### config.mk
export PLATFORM = sky130hd
export DESIGN_NAME = disp_share_arbiter
export DESIGN_NICKNAME = d
export VERILOG_FILES = /design/src/rtl/disp_share_arbiter.sv
export SDC_FILE = /design/constraint.sdc
export NUM_CORES = 1
export LEC_CHECK = 0
export ABC_AREA = 1
export CELL_PAD_IN_SITES_DETAIL_PLACEMENT = 1
export CELL_PAD_IN_SITES_GLOBAL_PLACEMENT = 1
export CORE_MARGIN = 3
export CORE_UTILIZATION = 36
export DETAILED_ROUTE_END_ITERATION = 10
export GPL_TIMING_DRIVEN = 0
export PLACE_DENSITY_LB_ADDON = 0.2
export SLEW_MARGIN = 20
export SYNTH_ARGS = -nofsm -noshare
export SYNTH_HDL_FRONTEND = slang
export SYNTH_SLANG_ARGS = --single-unit
### constraint.sdc
create_clock -name clk -period 2.9 [get_ports clk]
set_input_delay 0.87 -clock clk [delete_from_list [all_inputs] [get_ports clk]]
set_output_delay 0.87 -clock clk [all_outputs]
set_load 0.1 [all_outputs]
### src/rtl/disp_share_arbiter.sv
// Round-robin time-slice arbiter sharing one 4-digit seven-segment display path
// between NREQ requesters, holding each winner for at least HOLD_CYC cycles.
module disp_share_arbiter #(
    parameter int NREQ     = 4,
    parameter int HOLD_CYC = 50000000,
    parameter int CW       = 32
) (
    input  logic                 clk,
    input  logic                 RST,
    input  logic [NREQ-1:0]      req,
    input  logic [16*NREQ-1:0]   hexs_in,
    input  logic [4*NREQ-1:0]    les_in,
    input  logic [4*NREQ-1:0]    pts_in,
    output logic [NREQ-1:0]      grant,
    output logic                 busy,
    output logic [15:0]          HEXS,
    output logic [3:0]           LES,
    output logic [3:0]           points
);

    localparam int              LW        = (NREQ > 1) ? $clog2(NREQ) : 1;
    localparam logic [CW-1:0]   RELOAD    = CW'(HOLD_CYC - 1);
    localparam logic [LW-1:0]   LAST_INIT = LW'(NREQ - 1);

    typedef enum logic {IDLE, OWN} state_t;

    state_t          state;
    logic [CW-1:0]   counter;
    logic [LW-1:0]   last_owner;
    logic [LW-1:0]   pick;
    logic [NREQ-1:0] owner_mask;
    logic            others;
    logic [15:0]     hexs_arr [NREQ];
    logic [3:0]      les_arr  [NREQ];
    logic [3:0]      pts_arr  [NREQ];

    function automatic logic [LW-1:0] wrap_idx(input logic [LW-1:0] base, input int off);
        return LW'((int'(base) + off) % NREQ);
    endfunction

    always_comb begin
        for (int i = 0; i < NREQ; i++) begin
            hexs_arr[i] = hexs_in[16*i +: 16];
            les_arr[i]  = les_in[4*i +: 4];
            pts_arr[i]  = pts_in[4*i +: 4];
        end
    end

    // Scan from farthest to nearest so the closest requester after last_owner wins;
    // last_owner itself is the final candidate, which only matters from IDLE.
    always_comb begin
        pick = last_owner;
        for (int i = NREQ; i >= 1; i--) begin
            if (req[wrap_idx(last_owner, i)]) begin
                pick = wrap_idx(last_owner, i);
            end
        end
    end

    // While in OWN, last_owner is the current owner.
    assign owner_mask = NREQ'(1) << last_owner;
    assign others     = |(req & ~owner_mask);

    always_ff @(posedge clk or negedge RST) begin
        if (!RST) begin
            state      <= IDLE;
            counter    <= '0;
            last_owner <= LAST_INIT;
            grant      <= '0;
            busy       <= 1'b0;
            HEXS       <= '0;
            LES        <= '0;
            points     <= '0;
        end else begin
            case (state)
                IDLE: begin
                    if (|req) begin
                        state      <= OWN;
                        grant      <= NREQ'(1) << pick;
                        busy       <= 1'b1;
                        last_owner <= pick;
                        counter    <= RELOAD;
                        HEXS       <= hexs_arr[pick];
                        LES        <= les_arr[pick];
                        points     <= pts_arr[pick];
                    end
                end
                OWN: begin
                    if (counter != '0) begin
                        counter <= counter - 1'b1;
                        if (req[last_owner]) begin
                            HEXS   <= hexs_arr[last_owner];
                            LES    <= les_arr[last_owner];
                            points <= pts_arr[last_owner];
                        end
                    end else if (others) begin
                        grant      <= NREQ'(1) << pick;
                        last_owner <= pick;
                        counter    <= RELOAD;
                        HEXS       <= hexs_arr[pick];
                        LES        <= les_arr[pick];
                        points     <= pts_arr[pick];
                    end else if (req[last_owner]) begin
                        counter <= RELOAD;
                        HEXS    <= hexs_arr[last_owner];
                        LES     <= les_arr[last_owner];
                        points  <= pts_arr[last_owner];
                    end else begin
                        state  <= IDLE;
                        grant  <= '0;
                        busy   <= 1'b0;
                        HEXS   <= '0;
                        LES    <= '0;
                        points <= '0;
                    end
                end
                default: state <= IDLE;
            endcase
        end
    end

endmodule
==> reports/results.ini, run 1 <==
[clock_tree]
htreeDepth = 3
root_buffer = clkbuf_16
clkLatencyLatePin_ns = 0.33
clk_path_buf_depth = 2
cts_hold_buf = 0
cts_inserted_buffers = 9
path_clk_slew_ns = 0.06
cts_sinks = 64
cts_tree = done

[timing]
period_needed_ns = 2.78
worstMarginPinSlew_ns = 1.04
rsz0062_at_grt = yes
clock.fmax_mhz = 360
relSlewSlack = 0.303
timing.final.ws_setup_ns = 0.123
finalMaxSlewViolations = 0
hold_viol_final = 0
skew_ns = 0.00717
fin_crit_sh = 0.958
fin_tns_setup_ns = 0
hold_slack_ns = 0.437
setup-violations-final = 0

[power_and_ir_drop]
total_power_mw = 2.82
power.leakage_nw = 3.54
p_sw_mw = 0.952
pwr-share-seq = 0.336
p_comb_frac = 0.301
peakVddDrop_mv = 0.317
internal_power_mw = 1.86
p_sw_frac = 0.338
power_density_nw_per_um2 = 354
p_clk_frac = 0.363

[critical_path]
ff2ff_path_depth = 18
critPathArrivalTime_ns = 1.91
rr_endpoint = HEXS[0]$_DFFE_PN0P_
crit_cells = 1
path_cells = clkdlybuf4s50_1
ff2ff_setup_slack_ns = 0.16
required_ns = 2.03
path_delay_family = buffers and inverters
crit_path_start_kind = flip-flop
rr_startpoint = last_owner[1]$_DFFE_PN1P_
cp_num_buf_inv = 1
cp_slowest_stage_delay_ns = 1.16
worst_path_max_delay_cell = clkdlybuf4s50_1
critical_path.max_fanout = 2
cp-startpoint = HEXS[9]$_DFFE_PN0P_
worst-setup-path-type = reg -> out
critPathCaptureType = output port

[place]
dp_cells = 1247
dp_hpwl_um = 18100
place_ws_ns = -0.720
gp_congestion = 0.876
placed_cell_area_um2 = 7550
port_buffers = 130

[global_route]
grt_max_degree = 44
grt_pass1_wl_um = 37200
grt_antenna_before_repair = 0
grt.overflow.total = 0
first_global_vias = 6885
track_usage = 0.256

[cells_and_area]
diodes = 0
drive_gt1_frac = 0.154
finalNonFillerCells = 1267
fill_cells = 2101
final_area_um2 = 7960
register_area_um2 = 1600
fin_util = 0.496
area_growth_pct = 33.7
fin_nets = 1154
multi_input_area_um2 = 3790

[yosys]
synth_cell_types = 45
syn_avg_cell_area_um2 = 6.62
netlist_area_um2 = 5950
synth_flop_cell = dfrtp_1
synth-seq-cells = 64
async_flop_share = 1.00
synth_nets = 1008
synth_edf_count = 0
synth_warnings = 0
ys_seq_area_frac = 0.269
synthCells = 900

[min_path]
holdCritPathClass = in -> async

[floorplanning]
boundaryPins = 131
die_h_um = 135
die_x_um = 135
start_util = 0.371
num_rows = 46
core_area_um2 = 16100
dieArea_um2 = 18100

[detailed_routing]
drcViolationCount = 0
wl_per_cell_um = 18.4
wirelength_um = 23300
detail-route-antenna-nets = 0
drtPass1Iterations = 5
viasPerCell = 5.24
drt_iter0_drc = 451
vias = 6638

[outcome]
status = complete, no violations

[flow_run]
cap_violations = 0

[routing by layer]
metal  up-vias  track usage  wire, µm
li1       3231            -         -
met1      3205        0.349     10700
met2       174        0.434     11100
met3        28       0.0339      1120
met4         0       0.0633       334
met5         -            0         0
[synth_stat cells (4+ instances only)]
master | number | share of area
nand2_1 | 336 | 0.21
nor2_1 | 71 | 0.045
nand3_1 | 70 | 0.059
dfrtp_1 | 62 | 0.26
inv_1 | 55 | 0.035
a21oi_1 | 33 | 0.028
nor3_1 | 32 | 0.027
nor2_4 | 24 | 0.045
a32o_1 | 23 | 0.039
a21oi_2 | 20 | 0.029
buf_2 | 20 | 0.017
o21ai_0 | 16 | 0.013
clkbuf_1 | 13 | 0.0082
xor2_1 | 13 | 0.019
inv_2 | 12 | 0.0076
buf_4 | 10 | 0.013
nand4_1 | 10 | 0.011
nand2_2 | 7 | 0.0074
o22ai_1 | 7 | 0.0074
ha_1 | 6 | 0.013
buf_6 | 5 | 0.0095
nor2_2 | 5 | 0.0053
nand2_4 | 4 | 0.0076
nand3_2 | 4 | 0.0067
o22ai_2 | 4 | 0.0084
[how the worst max path moves through the flow]
stage | to | slack (ns)
2_1_floorplan | HEXS[0]$_DFFE_PN0P_ | 0.29
3_3_place_gp | HEXS[6]$_DFFE_PN0P_ | -1.32
3_5_place_dp | HEXS[0]$_DFFE_PN0P_ | -0.72
4_1_cts | points[0]$_DFFE_PN0P_ | 0.003
5_1_grt | HEXS[1]$_DFFE_PN0P_ | -0.002
6_report | HEXS[9] | 0.12
[kinds of logic (layout without fill, tap and decap cells)]
group                      count (synthesis)  in the layout  share of synthesized area
AOI/OAI and AO/OA                        121            121                      0.155
adders and majority gates                  6              6                     0.0126
buffers and inverters                    121            272                     0.0994
DFF                                       64             64                      0.269
and+or+nand+nor                          573            573                      0.441
xor gates and xnor gates                  15             15                     0.0221
[area by class of cell]
cell class | instances | area share
Sequential cell | 64 | 0.201
Clock buffer | 13 | 0.0327
Buffer | 51 | 0.0497
Clock inverter | 3 | 0.00220
Inverter | 69 | 0.0332
Multi-Input combinational cell | 715 | 0.476
Timing Repair Buffer | 136 | 0.171
Tap cell | 216 | 0.0339
[registers in the layout, indices dropped and copies added (netlist names)]
register	flops
counter	32
HEXS	16
LES	4
grant	4
points	4
last_owner	2
busy	1
state	1
[cell usage in the layout, fill, tap and decap left out, types with 22 or more instances in the layout]
master           instances
a21oi_1                 31
a21oi_2                 22
a32o_1                  23
clkdlybuf4s50_1        129
dfrtp_1                 62
inv_1                   55
nand2_1                336
nand3_1                 70
nor2_1                  71
nor2_4                  24
nor3_1                  32
[what timing repair did]
item                                    CTS  global route
cloned                                    0             0
endpoints found under the setup margin   63            41
resized for setup                        11            19
buffers inserted                          3             2
pin swaps                                 1             1
[power by group through the flow]
stage,Clock [mW],Sequential (mW),Combinational [mW]
floorplan,0,1.18,0.269
global placement,0,0.962,0.813
detailed placement,0,0.962,0.822
CTS,1.05,0.947,0.834
global route,1.08,0.950,0.904
finish,1.02,0.947,0.847
(Power assumes the default switching activity.)
==> run 2: changes to the inputs <==
--- a/config.mk
+++ b/config.mk
@@ -11,6 +11,7 @@
 export CORE_MARGIN = 3
 export CORE_UTILIZATION = 36
 export DETAILED_ROUTE_END_ITERATION = 10
+export GPL_ROUTABILITY_DRIVEN = 0
 export GPL_TIMING_DRIVEN = 0
 export PLACE_DENSITY_LB_ADDON = 0.2
 export SLEW_MARGIN = 20
==> results of run 2 <==
Same layout as run 1: the final DEF is identical, and so are final timing and power.
==> run 3: changes to the inputs <==
--- a/config.mk
+++ b/config.mk
@@ -8,12 +8,12 @@
 export ABC_AREA = 1
 export CELL_PAD_IN_SITES_DETAIL_PLACEMENT = 1
 export CELL_PAD_IN_SITES_GLOBAL_PLACEMENT = 1
-export CORE_MARGIN = 3
+export CORE_MARGIN = 2
 export CORE_UTILIZATION = 36
 export DETAILED_ROUTE_END_ITERATION = 10
 export GPL_ROUTABILITY_DRIVEN = 0
 export GPL_TIMING_DRIVEN = 0
-export PLACE_DENSITY_LB_ADDON = 0.2
+export PLACE_DENSITY_LB_ADDON = 0.1
 export SLEW_MARGIN = 20
 export SYNTH_ARGS = -nofsm -noshare
 export SYNTH_HDL_FRONTEND = slang
==> run 3 against run 2 <==
- combinational power down 0.9%
- critical path depth rose by 17
- global-route usage rose by 0.85 points
- sequential cell count unchanged
- wire length shrank 0.46%
- power increased by 3.0%
- cell count is 0.32% higher
- fmax hardly changed
- worst hold slack improved by 0.0052 ns
- die area down 2.9%
- critical path type is now reg -> reg
- highest routed layer unchanged
==> reports/results.ini, run 3 (synthesis gave the netlist of run 1 again) <==
[place]
port_buffers = 130  ; unchanged
dp_hpwl_um = 18100  ; -0.48%
place_ws_ns = -0.683  ; +0.0373 ns

[timing]
hold_viol_final = 0  ; unchanged
clock.fmax_mhz = 360  ; about the same
rsz0062_at_grt = yes
worstMarginPinSlew_ns = 1.01  ; -0.0352 ns
setup-violations-final = 0  ; unchanged
finalMaxSlewViolations = 0  ; unchanged
fin_tns_setup_ns = 0  ; unchanged
timing.final.ws_setup_ns = 0.126  ; +0.00262 ns
relSlewSlack = 0.326  ; +0.0236
fin_crit_sh = 0.957  ; about the same
period_needed_ns = 2.77  ; -0.00262 ns
skew_ns = 0.00643  ; -0.000734 ns

[clock_tree]
cts_hold_buf = 0  ; unchanged
cts_sinks = 64  ; unchanged
clk_path_buf_depth = 2  ; unchanged
root_buffer = clkbuf_16
clkLatencyLatePin_ns = 0.34  ; about the same
cts_tree = done
cts_inserted_buffers = 9  ; unchanged
path_clk_slew_ns = 0.06  ; about the same
htreeDepth = 3  ; unchanged

[min_path]
holdCritPathClass = in -> async

[critical_path]
critPathCaptureType = flip-flop
worst-setup-path-type = reg -> reg
path_cells = inv_2 > buf_4 > clkbuf_8 > ha_4 > inv_1 > nand3_2 > nand2_2 > inv_2 > nand2_1 > nand2_2 > buf_6 > buf_4 > nand3_1 > nand2_1 > nand2_1 > nand2_1 > nand2_1 > a21oi_2
critPathArrivalTime_ns = 3.04  ; +1.13 ns
critical_path.max_fanout = 11  ; +9
rr_endpoint = points[3]$_DFFE_PN0P_
ff2ff_path_depth = 18  ; unchanged
path_delay_family = buffers and inverters
ff2ff_setup_slack_ns = 0.13  ; -0.03 ns
critPathMostFrequentCell = nand2_1
worst_path_max_delay_cell = dfstp_2
crit_path_start_kind = flip-flop
rr_startpoint = last_owner[1]$_DFFE_PN1P_
cp_slowest_stage_delay_ns = 0.57  ; -0.59 ns
required_ns = 3.17  ; +1.14 ns
cp_num_buf_inv = 7  ; +6

[floorplanning]
num_rows = 47  ; +2.2%
dieArea_um2 = 17600  ; -2.9%
core_area_um2 = 16300  ; +1.8%
die_x_um = 133  ; -1.5%
boundaryPins = 131  ; unchanged
die_h_um = 133  ; -1.5%
start_util = 0.364  ; -0.00658

[detailed_routing]
vias = 6544  ; -1.4%
drt_iter0_drc = 420  ; -6.9%
viasPerCell = 5.15  ; -1.7%
drcViolationCount = 0  ; unchanged
detail-route-antenna-nets = 0  ; unchanged
drtPass1Iterations = 6  ; +1
wirelength_um = 23200  ; -0.46%
wl_per_cell_um = 18.2  ; -0.78%

[cells_and_area]
fin_nets = 1154  ; unchanged
drive_gt1_frac = 0.153  ; -0.000951
layout_common_cells = nand2_1, clkdlybuf4s50_1, nor2_1, nand3_1, dfrtp_1
area_growth_pct = 33.8  ; about the same
top_register = counter
final_common_cell = nand2_1
largest_registers = counter x32, HEXS x16
diodes = 0  ; unchanged
largest_register_ffs = 32  ; unchanged

[global_route]
grt.overflow.total = 0  ; unchanged
grt_antenna_before_repair = 0  ; unchanged
first_global_vias = 6810  ; -1.1%
grt_max_degree = 43  ; -2.3%
track_usage = 0.265  ; +0.00850
grt_pass1_wl_um = 36900  ; -0.56%

[power_and_ir_drop]
peakVddDrop_mv = 0.309  ; -2.6%
power.leakage_nw = 3.55  ; +0.24%
power_density_nw_per_um2 = 364  ; +2.9%

[flow_run]
cap_violations = 0  ; unchanged

[outcome]
status = complete, no violations

==> run 3: cell type report <==
type                       count  area (µm²)
fill                        2177        8380
sequential                    64        1600
tap                          220         275
inverter                      69         264
clock buffer                  13         260
timing repair buffer         136        1360
multi-input combinational    715        3790
clock inverter                 3        40.0
buffer                        51         377
==> run 3: metrics by stage <==
step	std cells	util	power [mW]	hold slack (ns)	cell area [µm²]
finish	1271	0.487	2.90	0.443	7970
global placement	1250	0.461	1.78	0.471	7530
detailed placement	1251	0.462	1.78	0.486	7560
global route	1271	0.487	3.01	0.460	7970
floorplan	900	-	1.44	0.470	5950
CTS	1267	0.483	2.91	0.446	7900
==> run 3: what timing repair did <==
action	in CTS	in global routing
setup buffers	1	3
gates resized for setup	12	12
endpoints found under the setup margin	63	44
gates cloned	0	1
pin swaps	1	1
==> run 3: report_power, final <==
group	leakage, nW	internal [mW]	switching (mW)
clock network	0.150	0.710	0.403
logic	2.71	0.311	0.528
registers	0.696	0.924	0.0226
==> run 3: per-layer routing <==
metal	part of all wire	wire [µm]	GRT usage
met1	0.45	10400	0.346
met2	0.49	11300	0.465
met3	0.045	1050	0.0345
met4	0.016	373	0.0615
met5	0	0	0
==> run 3: worst max path at each step <==
stage / start / to / slack [ns] / cells past startpoint
after floorplan: last_owner[1]$_DFFE_PN1P_ / HEXS[0]$_DFFE_PN0P_ / 0.29 / 16
after global placement: RST / HEXS[6]$_DFFE_PN0P_ / -1.34 / 1
after detailed placement: last_owner[1]$_DFFE_PN1P_ / HEXS[1]$_DFFE_PN0P_ / -0.68 / 16
after CTS: last_owner[1]$_DFFE_PN1P_ / LES[1]$_DFFE_PN0P_ / 0.01 / 17
after global routing: last_owner[1]$_DFFE_PN1P_ / points[2]$_DFFE_PN0P_ / -0.05 / 18
final: last_owner[1]$_DFFE_PN1P_ / points[3]$_DFFE_PN0P_ / 0.13 / 18
